File: config.mk
export PLATFORM = sky130hd
export DESIGN_NAME = mux_n_1_reg
export DESIGN_NICKNAME = d
export VERILOG_FILES = /design/src/rtl/mux_n_1_reg.sv
export SDC_FILE = /design/constraint.sdc
export NUM_CORES = 1
export LEC_CHECK = 0
export ABC_AREA = 1
export BUFFER_PORTS_ARGS = -buffer_cell sky130_fd_sc_hd__buf_2
export CORE_UTILIZATION = 44
export CTS_CLUSTER_DIAMETER = 100
export CTS_CLUSTER_SIZE = 10
export DETAILED_ROUTE_END_ITERATION = 10
export HOLD_SLACK_MARGIN = 0.05
export PLACE_DENSITY = 0.92
export SYNTH_ARGS = -nofsm -noshare
export SYNTH_HDL_FRONTEND = slang
export SYNTH_SLANG_ARGS = --single-unit
File: constraint.sdc
create_clock -name clk -period 3.5 [get_ports clk]
set_input_delay 0.175 -clock clk [delete_from_list [all_inputs] [get_ports clk]]
set_output_delay 0.175 -clock clk [all_outputs]
set_load 0.02 [all_outputs]
File: src/rtl/mux_n_1_reg.sv
// mux_n_1_reg: NCH-channel, WIDTH-bit valid/ready selector feeding a single-entry output register.
// Define MUX_RR_ARB_EN to add the rr_mode port and round-robin arbitration over the channels.
module mux_n_1_reg #(
  parameter int WIDTH = 32,
  parameter int NCH   = 4,
  parameter int SELW  = 2
) (
  input  logic                 clk,
  input  logic                 rst_n,
  input  logic [NCH*WIDTH-1:0] in_data,
  input  logic [NCH-1:0]       in_valid,
  output logic [NCH-1:0]       in_ready,
  input  logic [SELW-1:0]      sel,
`ifdef MUX_RR_ARB_EN
  input  logic                 rr_mode,
`endif
  output logic [WIDTH-1:0]     out_data,
  output logic [SELW-1:0]      out_chan,
  output logic                 out_valid,
  input  logic                 out_ready
);

  localparam logic [SELW:0] NCH_W    = (SELW+1)'(NCH);
  localparam logic          ST_EMPTY = 1'b0;
  localparam logic          ST_FULL  = 1'b1;

  logic             r_state;
  logic [WIDTH-1:0] r_data;
  logic [SELW-1:0]  r_chan;

  logic             w_space;
  logic             w_grant_ok;
  logic [SELW-1:0]  w_grant;
  logic [WIDTH-1:0] w_gdata;
  logic             w_gvalid;
  logic             w_accept;

  // rst_n gating keeps every in_ready low while the block is held in reset
  assign w_space  = rst_n & ((r_state == ST_EMPTY) | out_ready);
  assign w_accept = w_space & w_grant_ok & w_gvalid;

`ifdef MUX_RR_ARB_EN
  localparam logic [SELW-1:0] LAST_CH = SELW'(NCH-1);

  logic [SELW-1:0] r_rr_ptr;
  logic            w_hi_found;
  logic [SELW-1:0] w_hi_grant;
  logic            w_lo_found;
  logic [SELW-1:0] w_lo_grant;

  // Lowest valid channel at or above rr_ptr, else lowest valid channel overall (wrap)
  always_comb begin
    w_hi_found = 1'b0;
    w_hi_grant = {SELW{1'b0}};
    w_lo_found = 1'b0;
    w_lo_grant = {SELW{1'b0}};
    for (int i = NCH-1; i >= 0; i--) begin
      if (in_valid[i]) begin
        w_lo_found = 1'b1;
        w_lo_grant = SELW'(i);
        if (SELW'(i) >= r_rr_ptr) begin
          w_hi_found = 1'b1;
          w_hi_grant = SELW'(i);
        end else begin
          w_hi_found = w_hi_found;
        end
      end else begin
        w_lo_found = w_lo_found;
      end
    end
  end

  // Grant selection: round-robin scan or external select
  always_comb begin
    w_grant    = sel;
    w_grant_ok = ({1'b0, sel} < NCH_W);
    if (rr_mode) begin
      w_grant    = w_hi_found ? w_hi_grant : w_lo_grant;
      w_grant_ok = w_lo_found;
    end else begin
      w_grant    = sel;
      w_grant_ok = ({1'b0, sel} < NCH_W);
    end
  end

  // Round-robin pointer moves past the granted channel on each round-robin accept
  always_ff @(posedge clk or negedge rst_n) begin
    if (!rst_n) begin
      r_rr_ptr <= {SELW{1'b0}};
    end else if (rr_mode && w_accept) begin
      r_rr_ptr <= (w_grant == LAST_CH) ? {SELW{1'b0}} : (w_grant + SELW'(1));
    end else begin
      r_rr_ptr <= r_rr_ptr;
    end
  end
`else
  // Fixed-select grant; out-of-range selects grant nothing
  always_comb begin
    w_grant    = sel;
    w_grant_ok = ({1'b0, sel} < NCH_W);
  end
`endif

  // Granted channel's data and valid
  always_comb begin
    w_gdata  = {WIDTH{1'b0}};
    w_gvalid = 1'b0;
    for (int i = 0; i < NCH; i++) begin
      if (w_grant == SELW'(i)) begin
        w_gdata  = in_data[i*WIDTH +: WIDTH];
        w_gvalid = in_valid[i];
      end else begin
        w_gvalid = w_gvalid;
      end
    end
  end

  // One-hot ready toward the granted channel, independent of in_valid in fixed mode
  always_comb begin
    in_ready = {NCH{1'b0}};
    for (int i = 0; i < NCH; i++) begin
      in_ready[i] = w_space & w_grant_ok & (w_grant == SELW'(i));
    end
  end

  // EMPTY/FULL occupancy of the output register
  always_ff @(posedge clk or negedge rst_n) begin
    if (!rst_n) begin
      r_state <= ST_EMPTY;
    end else begin
      case (r_state)
        ST_EMPTY: r_state <= w_accept ? ST_FULL : ST_EMPTY;
        ST_FULL: begin
          if (w_accept) begin
            r_state <= ST_FULL;
          end else if (out_ready) begin
            r_state <= ST_EMPTY;
          end else begin
            r_state <= ST_FULL;
          end
        end
        default: r_state <= ST_EMPTY;
      endcase
    end
  end

  // Output word and source id; held whenever nothing is accepted
  always_ff @(posedge clk or negedge rst_n) begin
    if (!rst_n) begin
      r_data <= {WIDTH{1'b0}};
      r_chan <= {SELW{1'b0}};
    end else if (w_accept) begin
      r_data <= w_gdata;
      r_chan <= w_grant;
    end else begin
      r_data <= r_data;
      r_chan <= r_chan;
    end
  end

  assign out_valid = (r_state == ST_FULL);
  assign out_data  = r_data;
  assign out_chan  = r_chan;

endmodule

==> results_dict.tcl, run 1 <==
set metrics [dict create \
    worst-slew-pin-transition_ns 1.01 \
    worst_ir_drop_vdd_mv 0.199 \
    synthXorXnorAreaFrac_pct 0 \
    synth_compound_gate_area_share_pct 0 \
    cts_htree_levels 2 \
    ys_warn_count 0 \
    gp_congestion 0.762 \
    initial_core_util_pct 46.0 \
    num-nets-final 645 \
    route.detailed.wl_per_inst_um 12.4 \
    cp_num_cells 8 \
    synth.distinct_cells 18 \
    static-leakage-power_nw 1.89 \
    worstReg2RegEnd "out_data[31]$_DFFE_PN0P_" \
    tritoncts "built" \
    die-area_mm2 0.00571 \
    post-route-cell-area_mm2 0.00329 \
    critical_path.cell_chain "dlygate4sd3_1 -> buf_2 -> nand2_2 -> nor2_4 -> nand2_4 -> nand2_8 -> nand2_1 -> nand2_1" \
    final_hold_viol_count 0 \
    synth-seq-cells 35 \
    mappedNetlistNets 485 \
    worst_slew_margin_rel_pct 32.7 \
    first_pass_iters 4 \
    postRouteAntennaNets 0 \
    cap_violations 0 \
    grt_max_degree 37 \
    nFillCells 472 \
    layout_common_cells "191 x sky130_fd_sc_hd__nand2_1, 175 x sky130_fd_sc_hd__buf_2, 35 x sky130_fd_sc_hd__nand3_1, 35 x sky130_fd_sc_hd__dfrtp_1, 32 x sky130_fd_sc_hd__nand4_1" \
    num_rows 26 \
    clkTransAtPathRegs_ns 0.06 \
    crit_fanout 36 \
    grt_remaining_overflow 0 \
    cts-buffers-inserted 5 \
    status "finished clean" \
    setup.worst_path.class "in -> reg" \
    holdBufCountCts 1 \
    grt_pass1_vias 2586 \
    yosys.area_share.adder_pct 0 \
    finalWirelength_mm 7.16 \
    syn_area_per_cell_um2 6.84 \
    die_w_um 75.6 \
    clockRootBuffer "sky130_fd_sc_hd__clkbuf_8" \
    synth.cell_area_mm2 0.00238 \
    detailedPlacementHpwl_mm 5.15 \
    layout.cells.most_common "sky130_fd_sc_hd__nand2_1" \
    setup_tns_ns 0 \
    yosys-mux-area-fraction_pct 0 \
    fin_crit_sh_pct 65.7 \
    stdcell_count 579 \
    critical-path-max-stage-delay_ns 0.63 \
    cpMaxStageDelayCell "sky130_fd_sc_hd__buf_2" \
    crit_path_end_kind "register" \
    worstPathRequired_ns 3.71 \
    clock-skew-final_ns 0.00132 \
    worstHoldStart "in_data[54]" \
    timing.critical_path.arrival_ns 2.51 \
    worstRegToRegCells 7 \
    post-layout-total-power_mw 1.41 \
    worstHoldPathCells 5 \
    rsz0062_at_grt "false" \
    post_cts_resized 0 \
    post-route-drc-count 0 \
    clock_sink_count 35 \
    yosysSeqAreaShare_pct 36.8 \
    boundaryPins 176 \
    cp_top_family "buffers and inverters" \
    crit-reg2reg-launch "out_valid$_DFF_PN0_" \
    setup_viol_count_final 0 \
    worstHoldPathType "in -> reg" \
    cpMostUsedCell "sky130_fd_sc_hd__nand2_1" \
    initial_antenna_violation_count 0 \
    worst-r2r-setup-slack_ns 1.90 \
    clock_tree_buf_depth 2 \
    drt_iter0_drc 200 \
    worst-path-buf-inv 2 \
    clk_latency_ns 0.27 \
    pwr_density_cell_mw_per_mm2 428 \
    largest_family_of_logic_cells_by_synthesized_area "simple AND/OR/NAND/NOR gates" \
    die_height_um 75.6 \
    globalRouteTotalUtil_pct 24.5 \
    antenna-diode-count 0 \
    areaGrowthSynthToFinish_pct 38.3 \
    dpl_cell_area_mm2 0.00318 \
    synth_simple_gate_area_share_pct 55.2 \
    via_per_inst 5.14 \
    timing.fmax_mhz 435 \
    final_layout_size_suffix_gt1_share_pct 40.3 \
    final_worst_path_period_need_ns 2.30 \
    final_max_slew_viol_count 0 \
    buffer_ports.inserted 175 \
    post-cts-setup-buffer-count 0 \
    design.core.area_mm2 0.00517 \
    crit_path_start_kind "input pin" \
    placed_cells_incl_taps 570 \
    grt_first_pass_wirelength_mm 10.7 \
    hold_end "out_data[22]$_DFFE_PN0P_" \
    post_synth_inst_count 348 \
    routed_via_count 2974 \
]
==> metrics by stage <==
stage	util (%)	setup WS [ns]	hold WS, ns
final	63.7	1.20	0.206
after global routing	63.7	0.891	0.223
after CTS	63.7	1.15	0.197
after detailed placement	61.5	1.40	0.301
after global placement	61.5	1.55	0.283
after floorplan	-	2.10	-0.121
==> routing by layer <==
| layer | vias up | GRT usage [%] | share of wire [%] | wire length [µm] |
|---|---|---|---|---|
| li1 | 1443 | - | - | - |
| met1 | 1366 | 27.4 | 40 | 2900 |
| met2 | 150 | 46.9 | 50 | 3590 |
| met3 | 15 | 3.44 | 7.7 | 550 |
| met4 | 0 | 9.26 | 1.7 | 124 |
| met5 | - | 0 | 0 | 0 |
==> layout make-up <==
class | instances | area, µm² | area share, %
clock buffer | 8 | 100 | 3.04
inverter | 8 | 30.0 | 0.912
multi-input combinational | 282 | 1310 | 39.9
sequential | 35 | 876 | 26.6
tap | 70 | 87.6 | 2.66
timing repair buffer | 176 | 886 | 26.9
==> worst max path at each step <==
stage / from / slack [ns] / to
2_1_floorplan: out_valid$_DFF_PN0_ / 2.10 / out_chan[0]$_DFFE_PN0P_
3_3_place_gp: rst_n / 1.55 / out_data[23]$_DFFE_PN0P_
3_5_place_dp: rst_n / 1.40 / out_data[31]$_DFFE_PN0P_
4_1_cts: rst_n / 1.15 / out_data[5]$_DFFE_PN0P_
5_1_grt: rst_n / 0.89 / out_data[11]$_DFFE_PN0P_
6_report: rst_n / 1.20 / out_data[31]$_DFFE_PN0P_
==> kinds of logic (layout without fill, tap and decap cells) <==
logic type | count (synthesis) | after routing
buffers and inverters | 31 | 192
and+or+nand+nor | 282 | 282
DFF | 35 | 35
==> power breakdown <==
group | internal [mW] | total (mW) | switching [mW]
clock | 0.179 | 0.307 | 0.127
combinational | 0.204 | 0.549 | 0.345
sequential | 0.501 | 0.553 | 0.0523
total | 0.885 | 1.41 | 0.524
==> state kept, by name (all words and copies together), names as in the netlist <==
name,count
out_data,32
out_chan,2
out_valid,1
==> Yosys cell counts <==
| master | count | area (µm²) |
|---|---|---|
| sky130_fd_sc_hd__nand2_1 | 191 | 717 |
| sky130_fd_sc_hd__dfrtp_1 | 35 | 876 |
| sky130_fd_sc_hd__nand3_1 | 35 | 175 |
| sky130_fd_sc_hd__nand4_1 | 32 | 200 |
| sky130_fd_sc_hd__buf_2 | 12 | 60.1 |
| sky130_fd_sc_hd__nand2_2 | 11 | 68.8 |
| sky130_fd_sc_hd__inv_1 | 6 | 22.5 |
| sky130_fd_sc_hd__nor2_4 | 4 | 45.0 |
| sky130_fd_sc_hd__buf_4 | 3 | 22.5 |
| sky130_fd_sc_hd__buf_8 | 3 | 45.0 |
| sky130_fd_sc_hd__clkbuf_1 | 3 | 11.3 |
| sky130_fd_sc_hd__nor3_1 | 3 | 15.0 |
| sky130_fd_sc_hd__buf_6 | 2 | 22.5 |
| sky130_fd_sc_hd__inv_2 | 2 | 7.51 |
| sky130_fd_sc_hd__nand2_4 | 2 | 22.5 |
| sky130_fd_sc_hd__nand2_8 | 2 | 40.0 |
| sky130_fd_sc_hd__nand3_2 | 1 | 10.0 |
| sky130_fd_sc_hd__nor2_8 | 1 | 20.0 |
==> worst register-to-register path, delay by kind of cell, from the launching register on <==
| kind | cells | cell delay, ns |
|---|---|---|
| DFF | 1 | 0.38 |
| and+or+nand+nor | 7 | 1.16 |
Power figures use the tool's default switching activity.
==> run 2: changes to the inputs <==
--- a/config.mk
+++ b/config.mk
@@ -7,12 +7,12 @@
 export LEC_CHECK = 0
 export ABC_AREA = 1
 export BUFFER_PORTS_ARGS = -buffer_cell sky130_fd_sc_hd__buf_2
-export CORE_UTILIZATION = 44
+export CORE_UTILIZATION = 37
 export CTS_CLUSTER_DIAMETER = 100
 export CTS_CLUSTER_SIZE = 10
 export DETAILED_ROUTE_END_ITERATION = 10
 export HOLD_SLACK_MARGIN = 0.05
-export PLACE_DENSITY = 0.92
+export PLACE_DENSITY = 0.83
 export SYNTH_ARGS = -nofsm -noshare
 export SYNTH_HDL_FRONTEND = slang
 export SYNTH_SLANG_ARGS = --single-unit
==> constraint.sdc (replaced) <==
create_clock -name clk -period 2.1 [get_ports clk]
set_input_delay 0.105 -clock clk [delete_from_list [all_inputs] [get_ports clk]]
set_output_delay 0.105 -clock clk [all_outputs]
set_load 0.02 [all_outputs]
==> run 2 against run 1 <==
Critical path depth unchanged. Non-clock buffer count up 5. Wire length up 3.6%. Die area up 18%. Via count down 1.2%. Worst hold slack worse by 0.076 ns. Utilization down 8.8 points. Worst setup slack worse by 0.65 ns. Clock power up 57%. Combinational power up 67%. Sequential power up 66%. Largest cell class unchanged.
==> results_dict.tcl, run 2 (synthesis results as in run 1) <==
set metrics [dict create \
    status "finished clean" \
    post-layout-total-power_mw 2.32 \
    final_layout_size_suffix_gt1_share_pct 40.9 \
    postRouteAntennaNets 0 \
    globalRouteTotalUtil_pct 22.5 \
    crit_path_start_kind "input pin" \
    areaGrowthSynthToFinish_pct 39.6 \
    antenna-diode-count 0 \
    num_rows 28 \
    grt_max_degree 37 \
    initial_antenna_violation_count 0 \
    cap_violations 0 \
    worstPathRequired_ns 2.26 \
    worst_ir_drop_vdd_mv 0.315 \
    final_max_slew_viol_count 0 \
    clock_tree_buf_depth 2 \
    cts_htree_levels 2 \
    die_w_um 82.2 \
    setup_tns_ns 0 \
    nFillCells 603 \
    clockRootBuffer "sky130_fd_sc_hd__clkbuf_8" \
    gp_congestion 0.823 \
    crit_path_end_kind "register" \
    critical_path.cell_chain "dlygate4sd3_1 -> buf_2 -> nand2_2 -> nor2_4 -> nand2_4 -> nand2_8 -> nand2_1 -> nand2_1" \
    worst-path-buf-inv 2 \
    critical_path.startpoint "rst_n" \
    route.detailed.wl_per_inst_um 12.6 \
    initial_core_util_pct 39.3 \
    rsz0062_at_grt "false" \
    crit-reg2reg-launch "out_valid$_DFF_PN0_" \
    setup.worst_path.class "in -> reg" \
    final_worst_path_period_need_ns 1.55 \
    timing.fmax_mhz 644 \
    worst_slew_margin_rel_pct 69.8 \
    clock_sink_count 35 \
    grt_first_pass_wirelength_mm 11.6 \
    boundaryPins 176 \
    via_per_inst 5.00 \
    post-cts-setup-buffer-count 0 \
    cp_top_family "simple AND/OR/NAND/NOR gates" \
    post_cts_resized 0 \
    fin_crit_sh_pct 73.9 \
    cpMaxStageDelayCell "sky130_fd_sc_hd__dlygate4sd3_1" \
    die_height_um 82.2 \
    num-nets-final 650 \
    worstHoldStart "in_data[53]" \
    finalWirelength_mm 7.42 \
    pwr_density_cell_mw_per_mm2 698 \
    worstHoldPathType "in -> reg" \
    grt_met3_use_pct 3.74 \
    clk_latency_ns 0.27 \
    timing.critical_path.arrival_ns 1.71 \
    grt_remaining_overflow 0 \
    buffer_ports.inserted 175 \
    worst-slew-pin-transition_ns 0.453 \
    post-route-drc-count 0 \
    gr-usage-met2_pct 41.9 \
    layout.cells.most_common "sky130_fd_sc_hd__nand2_1" \
    grt-busiest-layer "met2" \
    crit_fanout 36 \
    die-area_mm2 0.00676 \
    detailedPlacementHpwl_mm 5.60 \
    first_pass_iters 4 \
    drt_iter0_drc 113 \
    routed_via_count 2939 \
    largest_register_ffs 32 \
    grt_pass1_vias 2640 \
    finish.utilization_pct 54.9 \
    layout_common_cells "191 x sky130_fd_sc_hd__nand2_1, 175 x sky130_fd_sc_hd__buf_2, 35 x sky130_fd_sc_hd__nand3_1, 35 x sky130_fd_sc_hd__dfrtp_1, 32 x sky130_fd_sc_hd__nand4_1" \
    setup_viol_count_final 0 \
    cpMostUsedCell "sky130_fd_sc_hd__nand2_1" \
    critical-path-max-stage-delay_ns 0.53 \
    clkTransAtPathRegs_ns 0.07 \
    design.core.area_mm2 0.00606 \
    final_hold_viol_count 0 \
    clock-skew-final_ns 0.00502 \
    tritoncts "built" \
    grtUsageMet1_pct 25.7 \
    holdBufCountCts 1 \
    cts-buffers-inserted 5 \
    static-leakage-power_nw 1.91 \
]
## run 2: cell types whose count changed in the layout (fill, tap and decap cells not counted), sizes merged
cell    previous run  this run
buf              175       180
clkbuf             8         6
clkinv             0         1
## run 2: worst paths after layout
kind,to,slack (ns),cells after the start
worst max-delay path,out_data[28]$_DFFE_PN0P_,0.55,8
worst min-delay path,out_data[21]$_DFFE_PN0P_,0.13,5
worst max register to register,out_data[28]$_DFFE_PN0P_,0.57,7
worst min register to register,out_data[13]$_DFFE_PN0P_,0.50,2
max in group asynchronous,out_data[22]$_DFFE_PN0P_,1.36,3
min in group asynchronous,out_data[11]$_DFFE_PN0P_,0.42,3
## run 2: report_power, final
group | switching (mW) | internal [mW]
sequential | 0.0857 | 0.835
clock | 0.226 | 0.257
combinational | 0.572 | 0.345
## run 2: tightest hold or removal path: cells and delay by family
| family | cells | cell delay [ns] |
|---|---|---|
| buffers and inverters | 1 | 0.07 |
| and+or+nand+nor | 4 | 0.20 |
## run 2: metal layers
metal / routed length (µm) / part of all wire (%)
met4: 106 / 1.4
met3: 426 / 5.7
met5: 0 / 0
met1: 2980 / 40
met2: 3910 / 53
## run 2: cell type report
cell class / instances / area [µm²] / share of cell area [%]
Multi-Input combinational cell: 282 / 1310 / 39.5
Timing Repair Buffer: 181 / 923 / 27.8
Sequential cell: 35 / 876 / 26.3
Tap cell: 75 / 93.8 / 2.82
Clock buffer: 6 / 82.6 / 2.48
Inverter: 8 / 30.0 / 0.903
Clock inverter: 1 / 5.00 / 0.151
## run 2: per-stage QoR
step	worst slack, ns	instance area (µm²)	hold WS, ns	instances
detailed placement	0.473	3230	0.212	580
global placement	0.555	3230	0.198	580
finish	0.547	3320	0.130	588
floorplan	0.697	2380	-0.191	348
CTS	0.559	3320	0.117	588
global route	0.417	3320	0.133	588
